==> config.mk <==
export PLATFORM = sky130hd
export DESIGN_NAME = seq_shift_unit
export DESIGN_NICKNAME = d
export VERILOG_FILES = /design/src/rtl/minisrc_shift_pkg.sv /design/src/rtl/shift_step.sv /design/src/rtl/seq_shift_unit.sv
export SDC_FILE = /design/constraint.sdc
export NUM_CORES = 1
export LEC_CHECK = 0
export ABC_AREA = 1
export CAP_MARGIN = 20
export CORE_ASPECT_RATIO = 1.75
export CORE_MARGIN = 2
export CORE_UTILIZATION = 37
export CTS_CLUSTER_SIZE = 16
export DETAILED_ROUTE_END_ITERATION = 12
export SYNTH_ARGS = -nofsm -noshare
export SYNTH_HDL_FRONTEND = slang
export SYNTH_HIERARCHICAL = 1
export SYNTH_SLANG_ARGS = --single-unit
==> constraint.sdc <==
create_clock -name clk -period 5.29 [get_ports clk]
set_input_delay 1.058 -clock clk [delete_from_list [all_inputs] [get_ports clk]]
set_output_delay 1.058 -clock clk [all_outputs]
set_load 0.1 [all_outputs]
==> src/rtl/minisrc_shift_pkg.sv <==
// Shared definitions for the sequential shifter: operation codes, FSM states
// and the legality check used to decide whether an operation is carried out.
package minisrc_shift_pkg;

    typedef enum logic [2:0] {
        OP_SHR  = 3'd0,
        OP_SHRA = 3'd1,
        OP_SHL  = 3'd2,
        OP_ROR  = 3'd3,
        OP_ROL  = 3'd4
    } shift_op_e;

    typedef enum logic [1:0] {
        ST_IDLE  = 2'd0,
        ST_SHIFT = 2'd1,
        ST_DONE  = 2'd2
    } shift_state_e;

    function automatic logic op_is_legal(input logic [2:0] op_code);
        if (op_code <= 3'd4) begin
            return 1'b1;
        end else begin
            return 1'b0;
        end
    endfunction

endpackage

==> src/rtl/shift_step.sv <==
// Combinational single-step shifter: moves the value by k positions for the
// selected operation. Unknown codes pass the value through untouched.
module shift_step
    import minisrc_shift_pkg::*;
#(
    parameter int WIDTH = 32,
    parameter int K_W   = 6
) (
    input  logic [WIDTH-1:0] value,
    input  logic [2:0]       op,
    input  logic [K_W-1:0]   k,
    output logic [WIDTH-1:0] shifted
);

    logic [K_W-1:0] inv_k_s;

    // complementary distance for the wrap-around half of a rotate
    always_comb begin
        inv_k_s = K_W'(WIDTH) - k;
    end

    // per-operation shift of the working value
    always_comb begin
        shifted = value;
        case (op)
            OP_SHR:  shifted = value >> k;
            OP_SHRA: shifted = $signed(value) >>> k;
            OP_SHL:  shifted = value << k;
            OP_ROR:  shifted = (value >> k) | (value << inv_k_s);
            OP_ROL:  shifted = (value << k) | (value >> inv_k_s);
            default: shifted = value;
        endcase
    end

endmodule

==> src/rtl/seq_shift_unit.sv <==
// Multi-cycle shifter: accepts an operand and count, shifts up to STEP
// positions per clock, and pulses done (with err for illegal ops) at the end.
module seq_shift_unit
    import minisrc_shift_pkg::*;
#(
    parameter int WIDTH = 32,
    parameter int STEP  = 4,
    parameter int AMT_W = $clog2(WIDTH)
) (
    input  logic             clk,
    input  logic             clr,
    input  logic             start,
    input  logic [2:0]       op,
    input  logic [WIDTH-1:0] data_in,
    input  logic [WIDTH-1:0] amount,
    output logic             busy,
    output logic             done,
    output logic             err,
    output logic [WIDTH-1:0] result
);

    localparam int K_W = AMT_W + 1;

    shift_state_e     state_q, state_d;
    logic [WIDTH-1:0] work_q, work_d;
    logic [2:0]       op_q, op_d;
    logic [AMT_W-1:0] rem_q, rem_d;
    logic [K_W-1:0]   k_s;
    logic [WIDTH-1:0] step_out_s;
    logic             amount_unused_s;

    assign amount_unused_s = ^amount[WIDTH-1:AMT_W];

    shift_step #(
        .WIDTH (WIDTH),
        .K_W   (K_W)
    ) u_shift_step (
        .value   (work_q),
        .op      (op_q),
        .k       (k_s),
        .shifted (step_out_s)
    );

    // step size for this cycle: the lesser of STEP and what is left
    always_comb begin
        if ({1'b0, rem_q} > K_W'(STEP)) begin
            k_s = K_W'(STEP);
        end else begin
            k_s = {1'b0, rem_q};
        end
    end

    // next-state, working register and counter update
    always_comb begin
        state_d = state_q;
        work_d  = work_q;
        op_d    = op_q;
        rem_d   = rem_q;
        case (state_q)
            ST_IDLE, ST_DONE: begin
                if (start) begin
                    work_d = data_in;
                    op_d   = op;
                    rem_d  = amount[AMT_W-1:0];
                    if ((amount[AMT_W-1:0] == {AMT_W{1'b0}}) || !op_is_legal(op)) begin
                        state_d = ST_DONE;
                    end else begin
                        state_d = ST_SHIFT;
                    end
                end else begin
                    state_d = ST_IDLE;
                end
            end
            ST_SHIFT: begin
                work_d = step_out_s;
                rem_d  = rem_q - k_s[AMT_W-1:0];
                if ({1'b0, rem_q} == k_s) begin
                    state_d = ST_DONE;
                end else begin
                    state_d = ST_SHIFT;
                end
            end
            default: begin
                state_d = ST_IDLE;
            end
        endcase
    end

    // state register with asynchronous clear
    always_ff @(posedge clk or negedge clr) begin
        if (!clr) begin
            state_q <= ST_IDLE;
            work_q  <= {WIDTH{1'b0}};
            op_q    <= 3'd0;
            rem_q   <= {AMT_W{1'b0}};
        end else begin
            state_q <= state_d;
            work_q  <= work_d;
            op_q    <= op_d;
            rem_q   <= rem_d;
        end
    end

    assign busy   = (state_q == ST_SHIFT);
    assign done   = (state_q == ST_DONE);
    assign err    = (state_q == ST_DONE) && !op_is_legal(op_q);
    assign result = work_q;

endmodule

# After elaboration in Yosys (flattened, before gate mapping)
# Cells that the tools add are included.
totals:
  output_inout_bits: 35
  elab_cells: 51
  in_bits: 70
  reg_bits: 42
classes:
  muxes: 14
  eq_ne: 9
  n_shift: 5
  bitwise_logic: 2
  add_sub_neg: 2
  order_cmp: 3
  n_reduce_logical: 12
op_table:
  columns: ["cell", "count"]
  rows:
  - ["$pmux W32 S5", 1]
  - ["$or A32 B32 Y32", 2]
  - ["$pmux W32 S2", 1]
  - ["$mux W32", 1]
  - ["$shl A32 B5 Y32", 1]
  - ["$shl A32 B6 Y32", 1]
  - ["$shr A32 B5 Y32", 1]
  - ["$shr A32 B6 Y32", 1]
  - ["$sshr A32 B5 Y32", 1]
  - ["$mux W5", 2]
  - ["$pmux W5 S2", 1]
  - ["$eq A3 B2 Y1 const B", 2]
  - ["$eq A5 B6 Y1", 1]
  - ["$le A3 B3 Y1 const B", 2]
  - ["$mux W2", 3]
  - ["$ne A6 B1 Y1 const B", 1]
  - ["$sub A6 B5 Y6 const A", 1]
  - ["$gt A5 B3 Y1 const B", 1]
  - ["$logic_not A5 Y1", 1]
  - ["$sub A5 B5 Y5", 1]
  - ["$mux W1", 4]
  - ["$pmux W2 S2", 1]
  - ["$reduce_and A2 Y1", 2]
  - ["$eq A3 B1 Y1 const B", 1]
  - ["other kinds (12)", 13]

# Longest topological paths before layout
# Gate-level depths: netlist of run 1.
depth:
  ltp_word: 9
  mapped_depth: 23
  mapped_depth_nobuf: 20

# Modules after synthesis
# Netlist of run 1, hierarchy kept.
by_module_without_submodules:
  columns: ["module", "area_each_um2", "n_inst", "cells_per_inst", "seq_area_each_um2"]
  rows:
  - ["shift_step", 7724.9, 1, 1653, 0.0]
  - ["seq_shift_unit", 2115.8, 1, 264, 1051.0]

# Worst setup path after synthesis of run 1
# No wires, ideal clock.
synth_path:
  kind: "reg2out"
  start: "reg state_q[0]"
  end: "out err"
  required_ns: 4.232
  setup_slack_ns: 1.730
  arrival_ns: 2.502
  stages_incl_launch_ff: 2
  path_buffers: 0
  path_cell_list: "dfrtp_1 -> nor3_1"
synth_between:
  elab_chain_cells: 2
synth_lines:
  columns: ["item", "line_no", "text"]
  rows:
  - ["from (decl)", "seq_shift_unit.sv:24", "shift_state_e state_q, state_d;"]
  - ["from (signal assigned)", "seq_shift_unit.sv:97", "state_q <= state_d;"]
  - ["$eq A2 B2 Y1", "seq_shift_unit.sv:106", "assign err = (state_q == ST_DONE) && !op_is_legal(op_q);"]
  - ["$logic_and A1 B1 Y1", "seq_shift_unit.sv:106", null]
  - ["to (decl)", "seq_shift_unit.sv:18", "output logic err,"]
# Every way passes these cells.

# Worst setup path in the final report of run 1
layout_path:
  start: "reg rem_q[3]"
  end: "reg work_q[15] (netlist: result[15])"
layout_between:
  elab_chain_cells: 7
  elab_cells_between_ends: 12
  cone_classes: "add/sub (1); order compare (1); shift (5); mux (3); bitwise (2)"
layout_lines:
  columns: ["item", "line_no", "text"]
  rows:
  - ["from (decl)", "seq_shift_unit.sv:27", "logic [AMT_W-1:0] rem_q, rem_d;"]
  - ["from (signal assigned)", "seq_shift_unit.sv:95", "rem_q <= {AMT_W{1'b0}};"]
  - ["from (signal assigned)", "seq_shift_unit.sv:100", "rem_q <= rem_d;"]
  - ["$gt A5 B3 Y1 (*)", "seq_shift_unit.sv:46", "if ({1'b0, rem_q} > K_W'(STEP)) begin"]
  - ["$mux W5 (*)", "seq_shift_unit.sv:46", null]
  - ["named net k_s[2]", "seq_shift_unit.sv:28", "logic [K_W-1:0] k_s;"]
  - ["$sub A6 B5 Y6", "shift_step.sv:19", "inv_k_s = K_W'(WIDTH) - k;"]
  - ["$shr A32 B6 Y32 / $shl A32 B6 Y32 (equally long branches)", "shift_step.sv:30, shift_step.sv:29", null]
  - ["$or A32 B32 Y32 (on tied branches)", "shift_step.sv:30, shift_step.sv:29", null]
  - ["$pmux W32 S5 (*)", "shift_step.sv:25", "case (op)"]
  - ["named net step_out_s[15]", "seq_shift_unit.sv:29", "logic [WIDTH-1:0] step_out_s;"]
  - ["$pmux W32 S2 (*)", "seq_shift_unit.sv:59", "case (state_q)"]
  - ["to (signal assigned)", "seq_shift_unit.sv:93", "work_q <= {WIDTH{1'b0}};"]
  - ["to (signal assigned)", "seq_shift_unit.sv:98", "work_q <= work_d;"]
  - ["to (decl)", "seq_shift_unit.sv:25", "logic [WIDTH-1:0] work_q, work_d;"]
# Mark *: on every way through the listed nets, which the timed path passes. The rest lies on a longest branch.
# A chain may end at the register's enable or synchronous reset.

==> results of run 1 <==
==> kinds of logic (layout without fill, tap and decap cells) <==
logic type / after synthesis / count (layout)
other: 2 / 13
AND/OR/NAND/NOR: 1502 / 1502
buffers and inverters: 204 / 178
adder cells (fa/ha/maj): 2 / 2
flip-flops: 42 / 42
AO/OA/AOI/OAI: 165 / 165
==> Yosys cell counts, drive strengths merged <==
| master | instances | share of area |
|---|---|---|
| nand3b | 1 | 0.00076 |
| nor2 | 142 | 0.059 |
| dfrtp | 42 | 0.11 |
| a211oi | 1 | 0.00076 |
| clkinv | 1 | 0.00038 |
| o21bai | 2 | 0.0015 |
| o21ai | 101 | 0.051 |
| o211ai | 20 | 0.015 |
| a21oi | 36 | 0.018 |
| and2 | 3 | 0.0019 |
| nand4 | 20 | 0.013 |
| a31oi | 2 | 0.0013 |
| nor3 | 3 | 0.0015 |
| buf | 108 | 0.069 |
| o22ai | 3 | 0.0025 |
| clkbuf | 30 | 0.011 |
| conb | 2 | 0.00076 |
| or2 | 6 | 0.0038 |
| nand3 | 766 | 0.39 |
| ha | 2 | 0.0025 |
| nand2 | 561 | 0.22 |
| inv | 65 | 0.025 |
==> registers in the layout, summed over array words and instances, names as in the netlist <==
signal,count
op_q,3
state_q,2
result,32
rem_q,5
==> metal layers <==
layer | GRT usage | routed length, um | vias to the layer above
li1 | - | - | 6538
met1 | 0.4570 | 19810 | 6671
met2 | 0.6943 | 27750 | 1014
met3 | 0.06652 | 5388 | 343
met4 | 0.3916 | 6883 | 0
met5 | 0 | 0 | -
==> metrics by stage <==
stage	setup slack, ns	utilization	instances	hold WS (ns)	area, um2
after detailed placement	1.416	0.3990	2216	0.5062	10530
after global routing	0.5905	0.4061	2225	0.5984	10720
final	0.8895	0.4062	2226	0.5220	10720
after global placement	1.416	0.3990	2216	0.5130	10530
after CTS	1.389	0.4053	2224	0.5247	10700
after floorplan	1.730	-	1927	0.4875	9878
==> worst max-delay path by stage <==
stage | start | to | cells past startpoint
2_1_floorplan | state_q[0]$_DFF_PN0_ | err | 1
3_5_place_dp | rem_q[3]$_DFFE_PN0P_ | result[14]$_DFFE_PN0P_ | 18
3_3_place_gp | rem_q[4]$_DFFE_PN0P_ | result[14]$_DFFE_PN0P_ | 18
4_1_cts | rem_q[3]$_DFFE_PN0P_ | result[14]$_DFFE_PN0P_ | 18
6_report | rem_q[3]$_DFFE_PN0P_ | result[15]$_DFFE_PN0P_ | 17
5_1_grt | rem_q[3]$_DFFE_PN0P_ | result[15]$_DFFE_PN0P_ | 17
==> worst reg2reg max path, cell delays in order, from the launching register on <==
cell and delay, ns:
dfrtp_1 0.41, nor2_1 0.17, nand2_2 0.22, nor2_2 0.25, inv_6 0.18, ha_2 0.28, nand2_1 0.08, nand2_2 0.46
nand3_1 0.55, nand3_1 0.21, nand3_1 0.20, nand3_1 0.10, nand2_1 0.06, nand2_1 0.05, nor2_1 0.76, nor2_1 0.08
nor2_1 0.14, o21ai_1 0.09
==> cell type report <==
| cell class | count | area share |
|---|---|---|
| well taps | 324 | 0.03782 |
| diodes | 1 | 0.0002335 |
| clock inverters | 2 | 0.003502 |
| clock buffers | 6 | 0.01202 |
| flip-flops and latches | 42 | 0.09805 |
| repair buffers | 104 | 0.09618 |
| inverters | 66 | 0.02358 |
| multi-input cells | 1681 | 0.7286 |
==> metrics.csv, run 1 <==
metric,value,unit
status,"complete, no violations",
cp-start-kind,flip-flop,
multi_input_area,7810,um2
io-pin-count,105,
drtPass1Iterations,9,
num-nets-final,1972,
dp_hpwl,42270,um
fmax,227.2,MHz
netlist-cell-type-count,38,
h-tree-depth,2,
vias,14570,
cap_viol_max_count,0,
final.period_utilization,0.8319,
hp-start,op_q[1]$_DFFE_PN0P_,
path_delay_family,simple AND/OR/NAND/NOR gates,
initial_core_util,0.3729,
wl,59830,um
worst_slew_pin_slew,1.137,ns
cts_setup_buffers,0,
synth_fa_ha_area_frac,0.002543,
hold_class,reg -> reg,
num_rows,79,
holdPathStages,2,
synth_compound_area_frac,0.09104,
final.min_clock_period,4.401,ns
clk_latency,0.31,ns
grt_pass1_wl,86970,um
muxShareOfSynthArea,0,
r2r_start,rem_q[3]$_DFFE_PN0P_,
clk_pin_slew,0.07,ns
finalHoldViolations,0,
cts-root-buf,clkbuf_16,
die_h,219.7,um
synth_top_family_by_area,simple AND/OR/NAND/NOR gates,
synth_area,9841,um2
synthXorXnorAreaFrac,0,
drive_above_1_share,0.04419,
cts_tree,yes,
arrival,4.59,ns
synth-seq-cells,42,
core_area,26390,um2
cp.required,5.48,ns
cp_slowest_cell,nor2_1,
yosysSeqAreaShare,0.1068,
yosysWarnings,6,
r2r_setup_slack,0.89,ns
clock_skew,0.006092,ns
setup_viol,0,
cts_resized,0,
cts_buffer_depth,2,
cp_cell_sequence,"nor2_1, nand2_2, nor2_2, inv_6, ha_2, nand2_1, nand2_2, nand3_1, nand3_1, nand3_1, nand3_1, nand2_1, nand2_1, nor2_1, nor2_1, nor2_1, o21ai_1",
dieArea,27970,um2
grt_use_total,0.4213,
port_buffers,77,
syn_to_final_growth,8.925,%
syn_inst,1917,
seq_area,1051,um2
die_w,127.3,um
cts_buffers,5,
worstHoldEndpoint,op_q[1]$_DFFE_PN0P_,
critPathKind,reg -> reg,
drtIter0Drc,2432,
clock_sinks,42,
reg2regPathDepth,17,
nFillCells,3045,
grt-ovfl-total,0,
postSynthAreaPerCell,5.133,um2
slew-limit-headroom,0.2414,
finalSetupTns,0,ns
synth-simple-area-share,0.6932,
ctsHoldBuffers,0,
grt_max_degree,76,
place.gp.congestion,1.077,
rsz0062_at_grt,false,
wl_per_cell,26.88,um
final_common_cell,nand3_1,
via_per_inst,6.544,
drtAntennaViolNets,0,
slew_viol_final,0,
reg2reg_to,result[15]$_DFFE_PN0P_,
crit_buf_inv,1,
antenna_found_initial,1,
layout_common_cells,"760 x nand3_1, 543 x nand2_1, 133 x nor2_1",
drcViolationCount,0,
critPathMaxStageDelay,0.76,ns
crit_path_end_kind,flip-flop,
grt_pass1_vias,13680,
crit_fanout,36,
Power of run 1 is not shown: default switching activity piles up to over one toggle a cycle in this logic, so the estimate is an artifact.
==> run 2: changes to the inputs <==
Clock period 5.29 ns to 3.6 ns, I/O delays scaled along.
==> run 2 against run 1 <==
Cell count rose by 5.1%. Clock skew rose by 0.0099 ns. Register-to-register slack got worse by 0.69 ns. Via count rose by 5.8%.
==> metrics.csv, run 2 (synthesis results as in run 1) <==
metric,value,unit,change
status,"complete, no violations",,
critPathKind,reg -> reg,,
grt_pass1_wl,98640,um,+13%
reg2reg_to,result[8]$_DFFE_PN0P_,,
crit_fanout,18,,-50%
r2r_setup_slack,0.20,ns,-0.69 ns
dp_hpwl,48860,um,+16%
grt_max_degree,76,,unchanged
worst_slack,0.1974,ns,-0.6921 ns
grt_pass1_vias,14490,,+5.9%
cts_tree,yes,,
drcViolationCount,0,,unchanged
grt_use_total,0.4868,,+0.06552
port_buffers,77,,unchanged
crit_buf_inv,4,,+3
final.min_clock_period,3.403,ns,-0.9979 ns
reg2regPathDepth,19,,+2
layout_common_cells,"754 x nand3_1, 538 x nand2_1, 154 x buf_4",,
path_delay_family,simple AND/OR/NAND/NOR gates,,
drtAntennaViolNets,0,,unchanged
h-tree-depth,2,,unchanged
clock_sinks,42,,unchanged
finalHoldViolations,0,,unchanged
die_w,127.3,um,unchanged
wl_per_cell,29.21,um,+8.7%
grt-ovfl-total,0,,unchanged
crit_path_end_kind,flip-flop,,
cts_setup_buffers,0,,unchanged
cap_viol_max_count,0,,unchanged
slew_viol_final,0,,unchanged
num_rows,79,,unchanged
dieArea,27970,um2,unchanged
largest_register_ffs,32,,unchanged
final.period_utilization,0.9452,,+0.1133
num-nets-final,2084,,+5.7%
place_ws,0.2448,ns,-1.172 ns
cts-root-buf,clkbuf_16,,
wl,68330,um,+14%
cp-start-kind,flip-flop,,
rsz0062_at_grt,false,,
r2r_start,rem_q[3]$_DFFE_PN0P_,,
vias,15410,,+5.8%
place.gp.congestion,1.042,,-3.3%
finalNonFillerCells,2339,,+5.1%
drive_above_1_share,0.1212,,+0.07702
core_area,26390,um2,unchanged
io-pin-count,105,,unchanged
antenna_found_initial,7,,+6
clock_skew,0.01596,ns,+0.009872 ns
setup_viol,0,,unchanged
worst_slew_pin_slew,1.118,ns,-0.01904 ns
cp_cell_sequence,"nor2_1, nand2_2, nor2_4, inv_6, ha_2, inv_4, buf_12, nand3_1, nand3_1, nand2_1, nand2_1, o21ai_1, buf_4, nand2_1, nand4_1, nand2_1, a21oi_2, nor2_1, o21ai_1",,
drtIter0Drc,2499,,+2.8%
critPathMaxStageDelay,0.44,ns,-0.32 ns
clk_latency,0.32,ns,about the same
place_inst,2327,,+5.0%
fmax,293.9,MHz,+29%
via_per_inst,6.589,,+0.70%
cts_buffers,5,,unchanged
final_common_cell,nand3_1,,
hold_class,in -> async,,
cts_buffer_depth,2,,unchanged
slew-limit-headroom,0.2549,,+0.01353
syn_to_final_growth,18.55,%,
cp.required,3.85,ns,-1.63 ns
crit_top_cell,nand2_1,,
place_area,11410,um2,+8.4%
initial_core_util,0.3729,,unchanged
die_h,219.7,um,unchanged
cp_slowest_cell,ha_2,,
drtPass1Iterations,7,,-2
arrival,3.65,ns,-0.94 ns
clk_pin_slew,0.08,ns,about the same
fin_area,11670,um2,+8.8%
finalSetupTns,0,ns,unchanged
[run 2: changes by cell type in the layout (fill, tap and decap cells not counted), moves of 3 or more]
cell / change
nand2_1: -5
buf_12: +11
clkdlybuf4s50_1: -35
nand3_2: +6
nand2_2: +4
buf_4: +132
buf_6: +3
nand3_1: -6
[run 2: final cells by class]
cell class / count / area, um2
fill: 3069 / 14730
tap: 324 / 405.4
clock buffer: 5 / 125.1
inverter: 66 / 255.2
antenna: 2 / 5.005
clock inverter: 3 / 25.02
sequential: 42 / 1051
timing repair buffer: 216 / 1933
multi-input combinational: 1681 / 7866
[run 2: worst max-delay path by stage]
stage                        endpoint  cells past startpoint                  from  slack, ns
2_1_floorplan                     err                      1  state_q[0]$_DFF_PN0_       0.38
5_1_grt        result[11]$_DFFE_PN0P_                     17  rem_q[3]$_DFFE_PN0P_      0.004
6_report        result[8]$_DFFE_PN0P_                     19  rem_q[3]$_DFFE_PN0P_       0.20
3_5_place_dp    result[9]$_DFFE_PN0P_                     19  rem_q[3]$_DFFE_PN0P_       0.24
3_3_place_gp    result[9]$_DFFE_PN0P_                     19  rem_q[3]$_DFFE_PN0P_       0.28
4_1_cts         result[9]$_DFFE_PN0P_                     19  rem_q[3]$_DFFE_PN0P_       0.20
[run 2: what timing repair did]
item / 4_1_cts / 5_1_grt
hold buffers: 0 / 0
endpoints found under the setup margin: 0 / 20
resized for setup: 0 / 18
hold endpoints to repair: 0 / 0
[run 2: per-layer routing]
layer  vias to the layer above  wire length [um]  track usage  part of all wire
met4                        12              7667       0.4249              0.11
met1                      7130             22820       0.5225              0.33
li1                       6777                 -            -                 -
met3                       402              7815       0.1750              0.11
met5                         -                70            0            0.0010
met2                      1091             29960       0.7503              0.44
[run 2: per-stage QoR]
| stage | hold slack [ns] | util |
|---|---|---|
| after floorplan | 0.4244 | - |
| after global placement | 0.5187 | 0.4325 |
| after detailed placement | 0.5316 | 0.4325 |
| after CTS | 0.5508 | 0.4382 |
| after global routing | 0.3068 | 0.4419 |
| final | 0.2859 | 0.4420 |
[run 2: worst register-to-register path: stages (launching register included)]
cell and delay (ns):
dfrtp_1 0.42, nor2_1 0.18, nand2_2 0.16, nor2_4 0.18, inv_6 0.05, ha_2 0.44
inv_4 0.10, buf_12 0.17, nand3_1 0.16, nand3_1 0.09, nand2_1 0.11, nand2_1 0.06
o21ai_1 0.07, buf_4 0.16, nand2_1 0.05, nand4_1 0.14, nand2_1 0.28, a21oi_2 0.30
nor2_1 0.08, o21ai_1 0.14
Power of run 2 is left out for the same reason.
